### config.mk
export PLATFORM = sky130hd
export DESIGN_NAME = exc_commit_ctrl_flat
export DESIGN_NICKNAME = d
export VERILOG_FILES = /design/src/rtl/exc_commit_ctrl_if.sv /design/src/rtl/exc_commit_ctrl.sv /design/src/flat_wrapper.sv
export SDC_FILE = /design/constraint.sdc
export NUM_CORES = 1
export LEC_CHECK = 0
export ABC_AREA = 1
export BUFFER_PORTS_ARGS = -buffer_cell sky130_fd_sc_hd__buf_2
export CAP_MARGIN = 20
export CORE_AREA = 2 2 121 123
export DETAILED_ROUTE_END_ITERATION = 8
export DIE_AREA = 0 0 123 125
export HOLD_SLACK_MARGIN = 0.08
export PLACE_DENSITY_LB_ADDON = 0.05
export SLEW_MARGIN = 40
export SYNTH_ARGS = -nofsm -noshare
export SYNTH_HDL_FRONTEND = slang
export SYNTH_SLANG_ARGS = --single-unit
export TNS_END_PERCENT = 10
### constraint.sdc
create_clock -name clk -period 1.9 [get_ports clk]
set_input_delay 0.19 -clock clk [delete_from_list [all_inputs] [get_ports clk]]
set_output_delay 0.19 -clock clk [all_outputs]
set_load 0.02 [all_outputs]
### src/rtl/exc_commit_ctrl_if.sv
// Writeback/CSR/fetch signal bundle for the exception commit controller.
// The slave modport is the controller; the master side is the surrounding pipeline.
interface exc_commit_ctrl_if #(
    parameter int EX_CNT_W = 32
);
    logic                wb_valid;
    logic [31:0]         wb_pc;
    logic [31:0]         wb_vaddr;
    logic [4:0]          wb_exc;
    logic                wb_ertn;
    logic                crmd_ie;
    logic [12:0]         ecfg_lie;
    logic [12:0]         estat_is;
    logic [31:0]         eentry;
    logic [31:0]         era;
    logic                wb_ex;
    logic [5:0]          wb_ecode;
    logic [8:0]          wb_esubcode;
    logic [31:0]         ex_pc;
    logic [31:0]         ex_vaddr;
    logic                ertn_flush;
    logic                wb_commit;
    logic                flush;
    logic                redirect_valid;
    logic [31:0]         redirect_pc;
    logic                redirect_ready;
    logic [EX_CNT_W-1:0] ex_cnt;

    modport slave (
        input  wb_valid, wb_pc, wb_vaddr, wb_exc, wb_ertn, crmd_ie, ecfg_lie,
               estat_is, eentry, era, redirect_ready,
        output wb_ex, wb_ecode, wb_esubcode, ex_pc, ex_vaddr, ertn_flush,
               wb_commit, flush, redirect_valid, redirect_pc, ex_cnt
    );

    modport master (
        output wb_valid, wb_pc, wb_vaddr, wb_exc, wb_ertn, crmd_ie, ecfg_lie,
               estat_is, eentry, era, redirect_ready,
        input  wb_ex, wb_ecode, wb_esubcode, ex_pc, ex_vaddr, ertn_flush,
               wb_commit, flush, redirect_valid, redirect_pc, ex_cnt
    );
endinterface

### src/rtl/exc_commit_ctrl.sv
// Exception/interrupt commit controller: arbitrates the writeback instruction against
// exceptions and pending interrupts, strobes the CSR file and redirects fetch.
module exc_commit_ctrl #(
    parameter int EX_CNT_W = 32
) (
    input  logic              clk,
    input  logic              reset,
    exc_commit_ctrl_if.slave  bus
);
    typedef enum logic {
        IDLE  = 1'b0,
        REDIR = 1'b1
    } state_t;

    state_t              r_state;
    state_t              w_next_state;
    logic                r_int_pend;
    logic [31:0]         r_redirect_pc;
    logic [EX_CNT_W-1:0] r_ex_cnt;
    logic                w_idle;
    logic                w_take_ex;
    logic                w_take_ertn;
    logic [5:0]          w_ecode;

    assign w_idle      = (r_state == IDLE);
    assign w_take_ex   = w_idle & bus.wb_valid & (r_int_pend | (|bus.wb_exc));
    assign w_take_ertn = w_idle & bus.wb_valid & bus.wb_ertn & ~w_take_ex;

    always_ff @(posedge clk) begin
        if (reset) begin
            r_state <= IDLE;
        end else begin
            r_state <= w_next_state;
        end
    end

    always_comb begin
        w_next_state = r_state;
        case (r_state)
            IDLE:    if (w_take_ex || w_take_ertn) w_next_state = REDIR;
            REDIR:   if (bus.redirect_ready) w_next_state = IDLE;
            default: w_next_state = IDLE;
        endcase
    end

    // Interrupt outranks every synchronous exception; among those, the lowest flag bit wins.
    always_comb begin
        w_ecode = 6'h00;
        if (r_int_pend)         w_ecode = 6'h00;
        else if (bus.wb_exc[0]) w_ecode = 6'h08;
        else if (bus.wb_exc[1]) w_ecode = 6'h0D;
        else if (bus.wb_exc[2]) w_ecode = 6'h0B;
        else if (bus.wb_exc[3]) w_ecode = 6'h0C;
        else if (bus.wb_exc[4]) w_ecode = 6'h09;
    end

    always_comb begin
        bus.wb_ex          = w_take_ex;
        bus.wb_ecode       = w_take_ex ? w_ecode : 6'h00;
        bus.wb_esubcode    = 9'h000;
        bus.ex_pc          = bus.wb_pc;
        bus.ex_vaddr       = bus.wb_vaddr;
        bus.ertn_flush     = w_take_ertn;
        bus.wb_commit      = w_idle & bus.wb_valid & ~w_take_ex;
        bus.flush          = w_take_ex | w_take_ertn | ~w_idle;
        bus.redirect_valid = ~w_idle;
        bus.redirect_pc    = r_redirect_pc;
        bus.ex_cnt         = r_ex_cnt;
    end

    // EENTRY/ERA are sampled at the commit edge, before the CSR file reacts to the strobe.
    always_ff @(posedge clk) begin
        if (reset) begin
            r_int_pend    <= 1'b0;
            r_redirect_pc <= 32'h0000_0000;
            r_ex_cnt      <= '0;
        end else begin
            r_int_pend <= bus.crmd_ie & (|(bus.estat_is & bus.ecfg_lie));
            if (w_take_ex) begin
                r_redirect_pc <= bus.eentry;
                r_ex_cnt      <= r_ex_cnt + {{(EX_CNT_W-1){1'b0}}, 1'b1};
            end else if (w_take_ertn) begin
                r_redirect_pc <= bus.era;
            end
        end
    end
endmodule

### src/flat_wrapper.sv
// flat-port wrapper written by rule: the top's interface ports become plain ports
module exc_commit_ctrl_flat 
#(
    parameter int EX_CNT_W = 32
)
  (clk, reset, bus_wb_valid, bus_wb_pc, bus_wb_vaddr, bus_wb_exc, bus_wb_ertn, bus_crmd_ie, bus_ecfg_lie, bus_estat_is, bus_eentry, bus_era, bus_redirect_ready, bus_wb_ex, bus_wb_ecode, bus_wb_esubcode, bus_ex_pc, bus_ex_vaddr, bus_ertn_flush, bus_wb_commit, bus_flush, bus_redirect_valid, bus_redirect_pc, bus_ex_cnt);
  exc_commit_ctrl_if #(.EX_CNT_W(EX_CNT_W)) bus_i ();
  input  logic clk;
  input  logic reset;
  input wire logic [$bits(bus_i.wb_valid)-1:0] bus_wb_valid;
  input wire logic [$bits(bus_i.wb_pc)-1:0] bus_wb_pc;
  input wire logic [$bits(bus_i.wb_vaddr)-1:0] bus_wb_vaddr;
  input wire logic [$bits(bus_i.wb_exc)-1:0] bus_wb_exc;
  input wire logic [$bits(bus_i.wb_ertn)-1:0] bus_wb_ertn;
  input wire logic [$bits(bus_i.crmd_ie)-1:0] bus_crmd_ie;
  input wire logic [$bits(bus_i.ecfg_lie)-1:0] bus_ecfg_lie;
  input wire logic [$bits(bus_i.estat_is)-1:0] bus_estat_is;
  input wire logic [$bits(bus_i.eentry)-1:0] bus_eentry;
  input wire logic [$bits(bus_i.era)-1:0] bus_era;
  input wire logic [$bits(bus_i.redirect_ready)-1:0] bus_redirect_ready;
  output wire logic [$bits(bus_i.wb_ex)-1:0] bus_wb_ex;
  output wire logic [$bits(bus_i.wb_ecode)-1:0] bus_wb_ecode;
  output wire logic [$bits(bus_i.wb_esubcode)-1:0] bus_wb_esubcode;
  output wire logic [$bits(bus_i.ex_pc)-1:0] bus_ex_pc;
  output wire logic [$bits(bus_i.ex_vaddr)-1:0] bus_ex_vaddr;
  output wire logic [$bits(bus_i.ertn_flush)-1:0] bus_ertn_flush;
  output wire logic [$bits(bus_i.wb_commit)-1:0] bus_wb_commit;
  output wire logic [$bits(bus_i.flush)-1:0] bus_flush;
  output wire logic [$bits(bus_i.redirect_valid)-1:0] bus_redirect_valid;
  output wire logic [$bits(bus_i.redirect_pc)-1:0] bus_redirect_pc;
  output wire logic [$bits(bus_i.ex_cnt)-1:0] bus_ex_cnt;
  assign bus_i.wb_valid = bus_wb_valid;
  assign bus_i.wb_pc = bus_wb_pc;
  assign bus_i.wb_vaddr = bus_wb_vaddr;
  assign bus_i.wb_exc = bus_wb_exc;
  assign bus_i.wb_ertn = bus_wb_ertn;
  assign bus_i.crmd_ie = bus_crmd_ie;
  assign bus_i.ecfg_lie = bus_ecfg_lie;
  assign bus_i.estat_is = bus_estat_is;
  assign bus_i.eentry = bus_eentry;
  assign bus_i.era = bus_era;
  assign bus_i.redirect_ready = bus_redirect_ready;
  assign bus_wb_ex = bus_i.wb_ex;
  assign bus_wb_ecode = bus_i.wb_ecode;
  assign bus_wb_esubcode = bus_i.wb_esubcode;
  assign bus_ex_pc = bus_i.ex_pc;
  assign bus_ex_vaddr = bus_i.ex_vaddr;
  assign bus_ertn_flush = bus_i.ertn_flush;
  assign bus_wb_commit = bus_i.wb_commit;
  assign bus_flush = bus_i.flush;
  assign bus_redirect_valid = bus_i.redirect_valid;
  assign bus_redirect_pc = bus_i.redirect_pc;
  assign bus_ex_cnt = bus_i.ex_cnt;
  exc_commit_ctrl #(.EX_CNT_W(EX_CNT_W)) u_core (.clk(clk), .reset(reset), .bus(bus_i));
endmodule
==> results of run 1 <==
## stage by stage
stage / instance area [um^2] / worst slack [ns] / total power, uW
floorplan: 3900 / 0.1113 / 2010
global placement: 4382 / 0.3223 / 2036
detailed placement: 4382 / 0.2913 / 2034
CTS: 4683 / 0.01970 / 3774
global route: 4712 / 0.001136 / 3891
finish: 4712 / 0.1057 / 3711
## per-layer routing
layer / vias to the layer above / global-route usage / wire, um
met5: - / 0 / 11
met4: 2 / 0.04679 / 145
met3: 19 / 0.06934 / 1075
met2: 154 / 0.2584 / 5669
met1: 1763 / 0.1872 / 5115
li1: 1944 / - / -
## critical path, delay by kind of cell, from the launching register on
family | cells | cell delay (ns)
and+or+nand+nor | 3 | 0.52
DFF | 1 | 0.35
buffers and inverters | 2 | 0.38
## registers in the layout (all words and copies together), names as in the netlist
| signal | count |
|---|---|
| u_core.bus.redirect_valid | 1 |
| u_core.bus.ex_cnt | 32 |
| u_core.r_int_pend | 1 |
| u_core.bus.redirect_pc | 32 |
## power breakdown
group	switching (uW)	internal, uW
Combinational	327	208
Sequential	32.6	1440
Clock	617	1090
Total	977	2730
## cell type report
| class | instances | share of cell area |
|---|---|---|
| Timing Repair Buffer | 182 | 0.2082 |
| Clock buffer | 14 | 0.05603 |
| Sequential cell | 66 | 0.2804 |
| Clock inverter | 2 | 0.007435 |
| Multi-Input combinational cell | 372 | 0.3765 |
| Inverter | 27 | 0.02257 |
| Tap cell | 184 | 0.04886 |
## worst max path at each step
stage          slack (ns)                                 start  depth (start not counted)                            endpoint
3_3_place_gp         0.32  u_core.bus.redirect_valid$_SDFF_PP0_                          7   u_core.bus.ex_cnt[4]$_SDFFE_PP0N_
3_5_place_dp         0.29     u_core.bus.ex_cnt[0]$_SDFFE_PP0N_                          8  u_core.bus.ex_cnt[16]$_SDFFE_PP0N_
6_report             0.11  u_core.bus.redirect_valid$_SDFF_PP0_                          5                      bus_ertn_flush
5_1_grt             0.001  u_core.bus.redirect_valid$_SDFF_PP0_                          5                      bus_ertn_flush
2_1_floorplan        0.11  u_core.bus.redirect_valid$_SDFF_PP0_                          6                     bus_wb_ecode[1]
4_1_cts              0.02          u_core.r_int_pend$_SDFF_PP0_                          6                           bus_flush
## timing repair
| action | 4_1_cts | 5_1_grt |
|---|---|---|
| endpoints found under the setup margin | 3 | 5 |
| pin swaps | 0 | 2 |
| buffers inserted | 0 | 1 |
| gates resized for setup | 1 | 4 |
## kinds of logic after synthesis
group	after synthesis
AOI/OAI and AO/OA	65
and+or+nand+nor	289
adders and majority gates	1
DFF	66
buffers and inverters	125
xor gates and xnor gates	6
other	1
## cells in the final DEF, fill, tap and decap left out, drive strengths merged, types with 2 or more instances in the layout
cell type | netlist | layout
nor3 | 7 | 7
a22o | 2 | 2
clkbuf | 10 | 14
o21ai | 4 | 4
nand3b | 4 | 4
nor3b | 2 | 2
nand3 | 62 | 62
xnor2 | 5 | 5
inv | 27 | 27
nor2 | 66 | 66
nand2 | 142 | 142
a31oi | 32 | 32
conb | 1 | 11
dfxtp | 66 | 66
nand4 | 5 | 5
a21oi | 26 | 26
buf | 88 | 182
==> summary.md, run 1 <==
| Metric | Value |
|---|---|
| Cts bufs inserted | 9 |
| Layout cell share with drive strength beyond 1 | 0.3228 |
| Clock sinks | 66 |
| Hold path startpoint | bus_crmd_ie |
| Critical path fanouts, max | 33 |
| Power Density | 787.6 nW/um^2 |
| Max-slew violations | 0 |
| Buffers on Ports | 173 |
| First-pass GRT wire length | 19040 um |
| Fin Clk Skew | around 0.0090 ns |
| Core Footprint | approximately 14000 um^2 |
| Max Cap Viol | 0 |
| Area of the multi-input gates | 1774 um^2 |
| H-tree levels | 3 |
| Root buf cell | clkbuf_16 |
| Hold WS | 0.1020 ns |
| Fin. Hold Viols | 0 |
| Fin nets | 824 |
| Clk pin slew, worst setup/hold paths | 0.05 ns |
| DRT iter0 DRCs | 234 |
| Synth Area in Simple Gates | 0.3324 |
| Clock buffer depth | 2 |
| Row count | 44 |
| Initial antenna violation count | 1 |
| First drt pass iteration count | 5 |
| CP required | 1.71 ns |
| Grt ovf | 0 |
| Top post-synthesis cells by count | nand2_1, buf_4, dfxtp_1, nand3_1, nor2_1 |
| Register area | 1321 um^2 |
| Synth top area share | 0.3421 |
| Final period utilization | 0.9443 |
| Synth Flop Type | dfxtp_1 |
| Post-synth top area cell | dfxtp_1 |
| Die height | 125 um |
| Lkg Pwr | 0.002146 uW |
| CP endpoint kind | primary output |
| Critical Path AT | 1.60 ns |
| Routed wire length | roughly 12000 um |
| Post-synthesis xor/xnor area fraction | 0.01361 |
| Setup TNS | 0 ns |
| Syn_area_per_cell | 6.985 um^2 |
| Diode count | 0 |
| FF-to-FF setup slack | 0.28 ns |
| Non-Filler Instances | between 800 and 900 |
| Synth-to-layout area growth | 22.00% |
| DR WL/cell | 14.19 um |
| Vias in the first global route | 3725 |
| Slowest cell delay on critical path | 0.35 ns |
| Post-synthesis mux area share | 0 |
| Count leader, synth | nand2_1 |
| Hold Path End | u_core.r_int_pend$_SDFF_PP0_ |
| Crit Path Category | register to primary output |
| CTS tree | built |
| Post-Synth Adder-Cell Area | 0.003239 |
| Inst Count DP | slightly above 800 |
| Ys async rst share | 0 |
| DIE WIDTH | 123 um |
| Final setup vio count | 0 |
| Outcome | finished, final reports clean |
| EDFF count, synth | 0 |
| Minimum clock period | 1.794 ns |
| Netlist cell types | 34 |
| Worst hold path type | input port to register |
| Core Util, Final | 0.3317 |
| HPWL after detailed placement | 8949 um |
| Largest net degree at the start of global routing | 34 |
| DRT antenna net count | 0 |
| Cells on worst reg2reg path | 8 |
| VDD IR max | 0.4219 mV |
| DR vias/cell | between 4 and 5 |
| Mapped Area | just under 4000 um^2 |
| Skew-Pair Late Insertion Delay | 0.34 ns |
| F_max | 557.3 MHz |
| Die area | 15380 um^2 |
| End of the worst register-to-register path | u_core.bus.ex_cnt[16]$_SDFFE_PP0N_ |
| Hold-fix buffers, CTS | 0 |
| Seq cells post-synth | 66 |
| Unrepaired setup endpoints after global routing | false |
| WHS Path Cells | 3 |
| Yosys warns | 0 |
| CP cell instances | nor2_4 -> nand2_2 -> nor3_4 -> buf_12 -> buf_4 |
| Critical path startpoint category | register |
| Io pins | 313 |
| Fill count | 1625 |
| CP max-delay cell | dfxtp_1 |
| Initial Utilization | 0.2719 |
| R2r startpoint | u_core.bus.ex_cnt[0]$_SDFFE_PP0N_ |
| Cells after synthesis | roughly 550 |
| Synth top area cells | dfxtp_1, buf_4, nand2_1, nand3_1, nor2_1 |
| Routability cong. | ~0.80 |
| Seq/Total Area, Yosys | 0.3421 |
| Tot GR Track Use | 0.1584 |
| Main combinational cell family by area after synthesis | simple AND/OR/NAND/NOR gates |
| Via count | 3882 |
| Compound-Gate Fraction of Synth Area | 0.09718 |
| Residual DRC | 0 |
Power figures use the tool's default switching activity.
==> run 2: changes to the inputs <==
--- a/config.mk
+++ b/config.mk
@@ -5,9 +5,7 @@
 export SDC_FILE = /design/constraint.sdc
 export NUM_CORES = 1
 export LEC_CHECK = 0
-export ABC_AREA = 1
 export BUFFER_PORTS_ARGS = -buffer_cell sky130_fd_sc_hd__buf_2
-export CAP_MARGIN = 20
 export CORE_AREA = 2 2 121 123
 export DETAILED_ROUTE_END_ITERATION = 8
 export DIE_AREA = 0 0 123 125
==> summary.md, run 2 <==
| Metric | Value |
|---|---|
| Count leader, synth | buf_4 |
| Post-CTS Setup Bufs | 0 (unchanged) |
| Placed instance area | 4802 um^2 (+9.6%) |
| First-pass GRT wire length | 19060 um (about the same) |
| Fin. Hold Viols | 0 (unchanged) |
| Hold Path End | u_core.r_int_pend$_SDFF_PP0_ |
| Io pins | 313 (unchanged) |
| EDFF count, synth | 0 (unchanged) |
| Worst hold path type | input port to register |
| Vias in the first global route | 3512 (-5.7%) |
| Reg power frac | 0.387 (-0.009) |
| Post-synth top area cell | dfxtp_1 |
| Synth top area cells | dfxtp_1, buf_4, a211oi_1, nand3b_1, nor2_1 |
| Skew-Pair Late Insertion Delay | 0.34 ns (about the same) |
| Power Internal | 2870 uW (+5.0%) |
| Synth Flop Type | dfxtp_1 |
| Ys async rst share | 0 (unchanged) |
| Grt ovf | 0 (unchanged) |
| Routed wire length | 12830 um (+6.8%) |
| DRT iter0 DRCs | 129 (-45%) |
| Most frequent cells in the layout | buf_2, nor2_1, dfxtp_1 |
| Routability cong. | 0.7362 (-8.5%) |
| Crit Path Category | register to register |
| Core Util, Final | 0.3628 (+0.03101) |
| Final WS setup | -0.01304 ns (-0.1188 ns) |
| Max Cap Viol | 0 (unchanged) |
| Design Power | 3845 uW (+3.6%) |
| Cts bufs inserted | 9 (unchanged) |
| VDD IR max | 0.3432 mV (-19%) |
| First drt pass iteration count | 4 (-1) |
| HPWL after detailed placement | 9938 um (+11%) |
| Max-slew violations | 0 (unchanged) |
| Combinational power share | 0.146 (+0.002) |
| Row count | 44 (unchanged) |
| Seq cells post-synth | 66 (unchanged) |
| Top post-synthesis cells by count | buf_4, dfxtp_1, nor2_1, o21ai_0 |
| DR vias/cell | 4.704 (+2.6%) |
| Synth-to-layout area growth | 32.75% |
| FF-to-FF setup slack | -0.01 ns (-0.29 ns) |
| CTS tree | built |
| Cells on worst reg2reg path | 5 (-3) |
| Critical path startpoint category | register |
| Root buf cell | clkbuf_16 |
| Synth top area share | 0.3404 (-0.001654) |
| Initial Utilization | 0.2733 (+0.001321) |
| Die area | 15380 um^2 (unchanged) |
| Clock buffer depth | 2 (unchanged) |
| Failing checks | negative setup slack |
| WHS Path Cells | 3 (unchanged) |
| Cells after synthesis | 475 (-14%) |
| Switch Pwr | 975.5 uW (-0.17%) |
| Hold path startpoint | bus_crmd_ie |
| Yosys warns | 0 (unchanged) |
| Sw frac | 0.2537 (-0.009631) |
| Via count | 3773 (-2.8%) |
| Clock sinks | 66 (unchanged) |
| F_max | 522.7 MHz (-6.2%) |
| Post-Layout Inst Area | 5152 um^2 (+9.3%) |
| End of the worst register-to-register path | u_core.bus.ex_cnt[23]$_SDFFE_PP0N_ |
| Fill count | 1538 (-5.4%) |
| Mapped Area | 3881 um^2 (+0.49%) |
| CP endpoint kind | register |
| Setup TNS | -0.01304 ns (-0.01304 ns) |
| R2r startpoint | u_core.bus.ex_cnt[15]$_SDFFE_PP0N_ |
| Final period utilization | 1.007 (+0.06252) |
| Layout cell share with drive strength beyond 1 | 0.4385 (+0.1157) |
| Hold-fix buffers, CTS | 0 (unchanged) |
| CP required | 2.18 ns (+0.47 ns) |
| DRT antenna net count | 0 (unchanged) |
| Residual DRC | 0 (unchanged) |
| DR WL/cell | 16.00 um (+13%) |
| Minimum clock period | 1.913 ns (+0.1188 ns) |
| Die height | 125 um (unchanged) |
| Initial antenna violation count | 0 (-1) |
| Tot GR Track Use | 0.1600 (+0.001598) |
| Seq/Total Area, Yosys | 0.3404 (-0.001654) |
| Outcome | complete, but fails checks |
| Fin Clk Skew | 0.006344 ns (-0.002635 ns) |
| Largest net degree at the start of global routing | 40 (+18%) |
| Critical Path AT | 2.19 ns (+0.59 ns) |
| Clk pwr share | 0.467 (+0.008) |
| Critical path fanouts, max | 5 (-85%) |
| Clk pin slew, worst setup/hold paths | 0.06 ns (about the same) |
| Diode count | 0 (unchanged) |
| Netlist cell types | 44 (+29%) |
| Commonest non-fill, non-tap cell in the layout | buf_2 |
| Power Density | 746.3 nW/um^2 (-5.2%) |
| Core Footprint | 14200 um^2 (unchanged) |
| Buffers on Ports | 173 (unchanged) |
| H-tree levels | 3 (unchanged) |
| Hold WS | 0.08147 ns (-0.02052 ns) |
| Fin nets | 779 (-5.5%) |
| Lkg Pwr | 0.002269 uW (+5.7%) |
| DIE WIDTH | 123 um (unchanged) |
| Syn_area_per_cell | 8.171 um^2 (+17%) |
| Unrepaired setup endpoints after global routing | true |
| Final setup vio count | 1 (+1) |
run 2: cell count changes in the layout (fill, tap and decap cells not counted), sizes merged, moves of 7 or more:
cell	change
buf	+41
xnor2	+13
nand4	+7
nor4	+11
nand3	-58
a21oi	-17
o21ai	+37
nand3b	+29
a211oi	+33
a31oi	-32
inv	-22
nand2	-129
or3	+10
run 2: what timing repair did:
action / in CTS / in global routing
endpoints found under the setup margin: 5 / 16
pin swaps: 0 / 1
resized for setup: 2 / 6
run 2: how the worst max path moves through the flow:
stage,from,endpoint
finish,u_core.bus.ex_cnt[15]$_SDFFE_PP0N_,u_core.bus.ex_cnt[23]$_SDFFE_PP0N_
global route,u_core.bus.ex_cnt[0]$_SDFFE_PP0N_,u_core.bus.ex_cnt[26]$_SDFFE_PP0N_
CTS,u_core.bus.ex_cnt[15]$_SDFFE_PP0N_,u_core.bus.ex_cnt[23]$_SDFFE_PP0N_
detailed placement,bus_wb_exc[1],u_core.bus.redirect_pc[11]$_SDFFE_PP0P_
global placement,bus_wb_exc[1],bus_flush
floorplan,u_core.bus.ex_cnt[10]$_SDFFE_PP0N_,u_core.bus.ex_cnt[23]$_SDFFE_PP0N_
run 2: final cells by class:
type                            instances  area [um^2]  area share
Sequential cell                        66         1348      0.2615
Multi-Input combinational cell        308         1936      0.3757
Timing Repair Buffer                  223         1306      0.2535
Clock inverter                          2        60.06     0.01166
Tap cell                              184        230.2     0.04468
Clock buffer                           14        254.0     0.04930
Inverter                                5        18.77    0.003643
run 2: layer usage:
layer	GRT usage	vias to the layer above	part of all wire
li1	-	1877	-
met4	0.07955	0	0.032
met2	0.2675	161	0.48
met1	0.1889	1704	0.41
met5	0	-	0
met3	0.03923	31	0.081
run 2: kinds of logic (layout without fill, tap and decap cells):
kind of cell | Yosys count | count (layout) | synth area share
flip-flops | 66 | 66 | 0.3404
AO/OA/AOI/OAI | 92 | 92 | 0.1480
other | 1 | 11 | 0.0009662
XOR/XNOR | 22 | 22 | 0.04964
multiplexers | 1 | 1 | 0.002901
adder cells (fa/ha/maj) | 1 | 1 | 0.003223
AND/OR/NAND/NOR | 181 | 181 | 0.2721
buffers and inverters | 111 | 244 | 0.1828
run 2: power by group through the flow:
| stage | clock, uW | combinational [uW] | sequential [uW] |
|---|---|---|---|
| 6_report | 1800 | 560 | 1490 |
| 2_1_floorplan | 0 | 436 | 1600 |
| 3_3_place_gp | 0 | 560 | 1520 |
| 3_5_place_dp | 0 | 566 | 1520 |
| 4_1_cts | 1860 | 569 | 1490 |
| 5_1_grt | 1910 | 616 | 1500 |
run 2: worst max-delay path: stages, from the launching register on:
cell     delay (ns)
dfxtp_2        0.34
nand2_2        0.06
or3_1          0.38
or4_4          0.53
or4_1          0.48
nand2_1        0.07
run 2: per-stage QoR:
step	setup slack, ns	cells
floorplan	-0.02498	485
global placement	-0.01487	786
detailed placement	-0.04022	786
CTS	-0.01263	802
global route	-0.1023	802
finish	-0.01304	802
==> run 3: changes to the inputs <==
--- a/config.mk
+++ b/config.mk
@@ -7,6 +7,7 @@
 export LEC_CHECK = 0
 export BUFFER_PORTS_ARGS = -buffer_cell sky130_fd_sc_hd__buf_2
 export CORE_AREA = 2 2 121 123
+export CTS_BUF_LIST = sky130_fd_sc_hd__clkbuf_2 sky130_fd_sc_hd__clkbuf_4 sky130_fd_sc_hd__clkbuf_8
 export DETAILED_ROUTE_END_ITERATION = 8
 export DIE_AREA = 0 0 123 125
 export HOLD_SLACK_MARGIN = 0.08
==> summary.md, run 3 (same netlist as run 2, synthesis figures left out) <==
| Metric | Value |
|---|---|
| First-pass GRT wire length | 19020 um (-0.18%) |
| Initial Utilization | 0.2733 (unchanged) |
| Io pins | 313 (unchanged) |
| Clock sinks | 66 (unchanged) |
| Outcome | complete, but fails checks |
| Die height | 125 um (unchanged) |
| Initial antenna violation count | 0 (unchanged) |
| Minimum clock period | 1.917 ns (+0.003742 ns) |
| Synth-to-layout area growth | 30.85% |
| Lkg Pwr | 0.002241 uW (-1.2%) |
| CP max-delay cell | or4_4 |
| DR vias/cell | 4.730 (+0.54%) |
| Top cell family by delay on the critical path | simple AND/OR/NAND/NOR gates |
| Sw frac | 0.2669 (+0.01325) |
| H-tree levels | 3 (unchanged) |
| Fin Clk Skew | 0.01043 ns (+0.004088 ns) |
| Crit Path Category | register to register |
| Cells on worst reg2reg path | 5 (unchanged) |
| Setup TNS | -0.01678 ns (-0.003742 ns) |
| Clk pin slew, worst setup/hold paths | 0.07 ns (about the same) |
| Reg power frac | 0.433 (+0.046) |
| Residual DRC | 0 (unchanged) |
| Worst hold path type | input port to register |
| CP endpoint kind | register |
| Pre-CTS setup slack | -0.04022 ns (unchanged) |
| Combinational power share | 0.164 (+0.018) |
| DR WL/cell | 15.88 um (-0.73%) |
| Most frequent cells in the layout | buf_2, nor2_1, buf_4, dfxtp_1, o21ai_0 |
| Final setup vio count | 1 (unchanged) |
| VDD IR max | 0.2430 mV (-29%) |
| WHS Path Cells | 4 (+1) |
| Power Internal | 2518 uW (-12%) |
| Skew-Pair Late Insertion Delay | 0.36 ns (+0.02 ns) |
| Tot GR Track Use | 0.1602 (+0.0001880) |
| Commonest non-fill, non-tap cell in the layout | buf_2 |
| Unrepaired setup endpoints after global routing | true |
| Hold path startpoint | bus_redirect_ready |
| CP cell instances | nand2_2 -> or3_1 -> or4_4 -> or4_1 -> nand2_1 |
| DRT iter0 DRCs | 134 (+3.9%) |
| Core Footprint | 14200 um^2 (unchanged) |
| Diode count | 0 (unchanged) |
| Slowest cell delay on critical path | 0.53 ns (about the same) |
| Hold Path End | u_core.bus.redirect_valid$_SDFF_PP0_ |
| Routability cong. | 0.7362 (unchanged) |
| Clock buffer depth | 2 (unchanged) |
| DIE WIDTH | 123 um (unchanged) |
| F_max | 521.7 MHz (-0.20%) |
| Non-Filler Instances | 803 (+0.12%) |
| Routed wire length | 12750 um (-0.61%) |
| Final WS setup | -0.01678 ns (-0.003742 ns) |
| Row count | 44 (unchanged) |
| Fin. Hold Viols | 0 (unchanged) |
| Buffers on Ports | 173 (unchanged) |
| Power Density | 676.3 nW/um^2 (-9.4%) |
| CP required | 2.20 ns (+0.02 ns) |
| Max-slew violations | 0 (unchanged) |
| Critical path startpoint category | register |
| R2r startpoint | u_core.bus.ex_cnt[15]$_SDFFE_PP0N_ |
| Failing checks | negative setup slack |
| CTS tree | built |
| CP Buf/Inv Count | 0 (unchanged) |
| Switch Pwr | 916.8 uW (-6.0%) |
| Core Util, Final | 0.3576 (-0.005197) |
| Largest net degree at the start of global routing | 40 (unchanged) |
| Die area | 15380 um^2 (unchanged) |
| Post-CTS Setup Bufs | 0 (unchanged) |
| HPWL after detailed placement | 9938 um (unchanged) |
| DRT antenna net count | 0 (unchanged) |
| Fin nets | 780 (+0.13%) |
| Final period utilization | 1.009 (+0.001970) |
| Grt ovf | 0 (unchanged) |
| Inst Count DP | 786 (unchanged) |
| Vias in the first global route | 3495 (-0.48%) |
| Root buf cell | clkbuf_8 |
| Fill count | 1547 (+0.59%) |
| Max Cap Viol | 0 (unchanged) |
| End of the worst register-to-register path | u_core.bus.ex_cnt[23]$_SDFFE_PP0N_ |
| Critical path fanouts, max | 5 (unchanged) |
| Via count | 3798 (+0.66%) |
| Clk pwr share | 0.404 (-0.063) |
| Hold WS | 0.1538 ns (+0.07228 ns) |
| FF-to-FF setup slack | -0.02 ns (about the same) |
| Layout cell share with drive strength beyond 1 | 0.4507 (+0.01222) |
| Critical Path AT | 2.21 ns (+0.02 ns) |
| First drt pass iteration count | 4 (unchanged) |
| Cts bufs inserted | 9 (unchanged) |
[run 3: routing by layer]
metal,vias to the layer above,part of all wire,global-route usage,wire length [um]
li1,1880,-,-,-
met1,1721,0.40,0.1878,5124
met2,166,0.48,0.2675,6120
met3,31,0.085,0.03923,1082
met4,0,0.033,0.08356,425
met5,-,0,0,0
[run 3: tightest hold or removal path, stage by stage]
cell and delay [ns]:
buf_2 0.10, inv_1 0.05, a21oi_1 0.06, nor2_1 0.07
[run 3: worst max-delay path by stage]
stage,from,to,cells past startpoint
after floorplan,u_core.bus.ex_cnt[10]$_SDFFE_PP0N_,u_core.bus.ex_cnt[23]$_SDFFE_PP0N_,5
after global placement,bus_wb_exc[1],bus_flush,6
after detailed placement,bus_wb_exc[1],u_core.bus.redirect_pc[11]$_SDFFE_PP0P_,7
after CTS,u_core.bus.ex_cnt[15]$_SDFFE_PP0N_,u_core.bus.ex_cnt[23]$_SDFFE_PP0N_,5
after global routing,u_core.bus.ex_cnt[0]$_SDFFE_PP0N_,u_core.bus.ex_cnt[26]$_SDFFE_PP0N_,6
final,u_core.bus.ex_cnt[15]$_SDFFE_PP0N_,u_core.bus.ex_cnt[23]$_SDFFE_PP0N_,5
[run 3: what timing repair did]
item	CTS	global route
hold buffers	1	0
resized for setup	6	6
endpoints found under the setup margin	11	15
endpoints found under the hold margin	1	0
pin swaps	0	1
[run 3: area by class of cell]
type / count / area [um^2] / area share
Clock inverter: 2 / 60.06 / 0.01183
Sequential cell: 66 / 1351 / 0.2661
Multi-Input combinational cell: 308 / 1934 / 0.3809
Clock buffer: 14 / 167.7 / 0.03301
Inverter: 5 / 18.77 / 0.003695
Tap cell: 184 / 230.2 / 0.04533
Timing Repair Buffer: 224 / 1316 / 0.2592
[run 3: power groups by stage]
| stage | sequential [uW] | combinational, uW | clock (uW) |
|---|---|---|---|
| after global placement | 1520 | 560 | 0 |
| after floorplan | 1600 | 436 | 0 |
| after detailed placement | 1520 | 566 | 0 |
| final | 1490 | 562 | 1390 |
| after CTS | 1490 | 572 | 1450 |
| after global routing | 1490 | 618 | 1500 |
[run 3: per-stage QoR]
| stage | area (um^2) | power (uW) |
|---|---|---|
| finish | 5079 | 3435 |
| global route | 5079 | 3613 |
| CTS | 5060 | 3511 |
| detailed placement | 4802 | 2085 |
| global placement | 4802 | 2078 |
| floorplan | 3956 | 2033 |
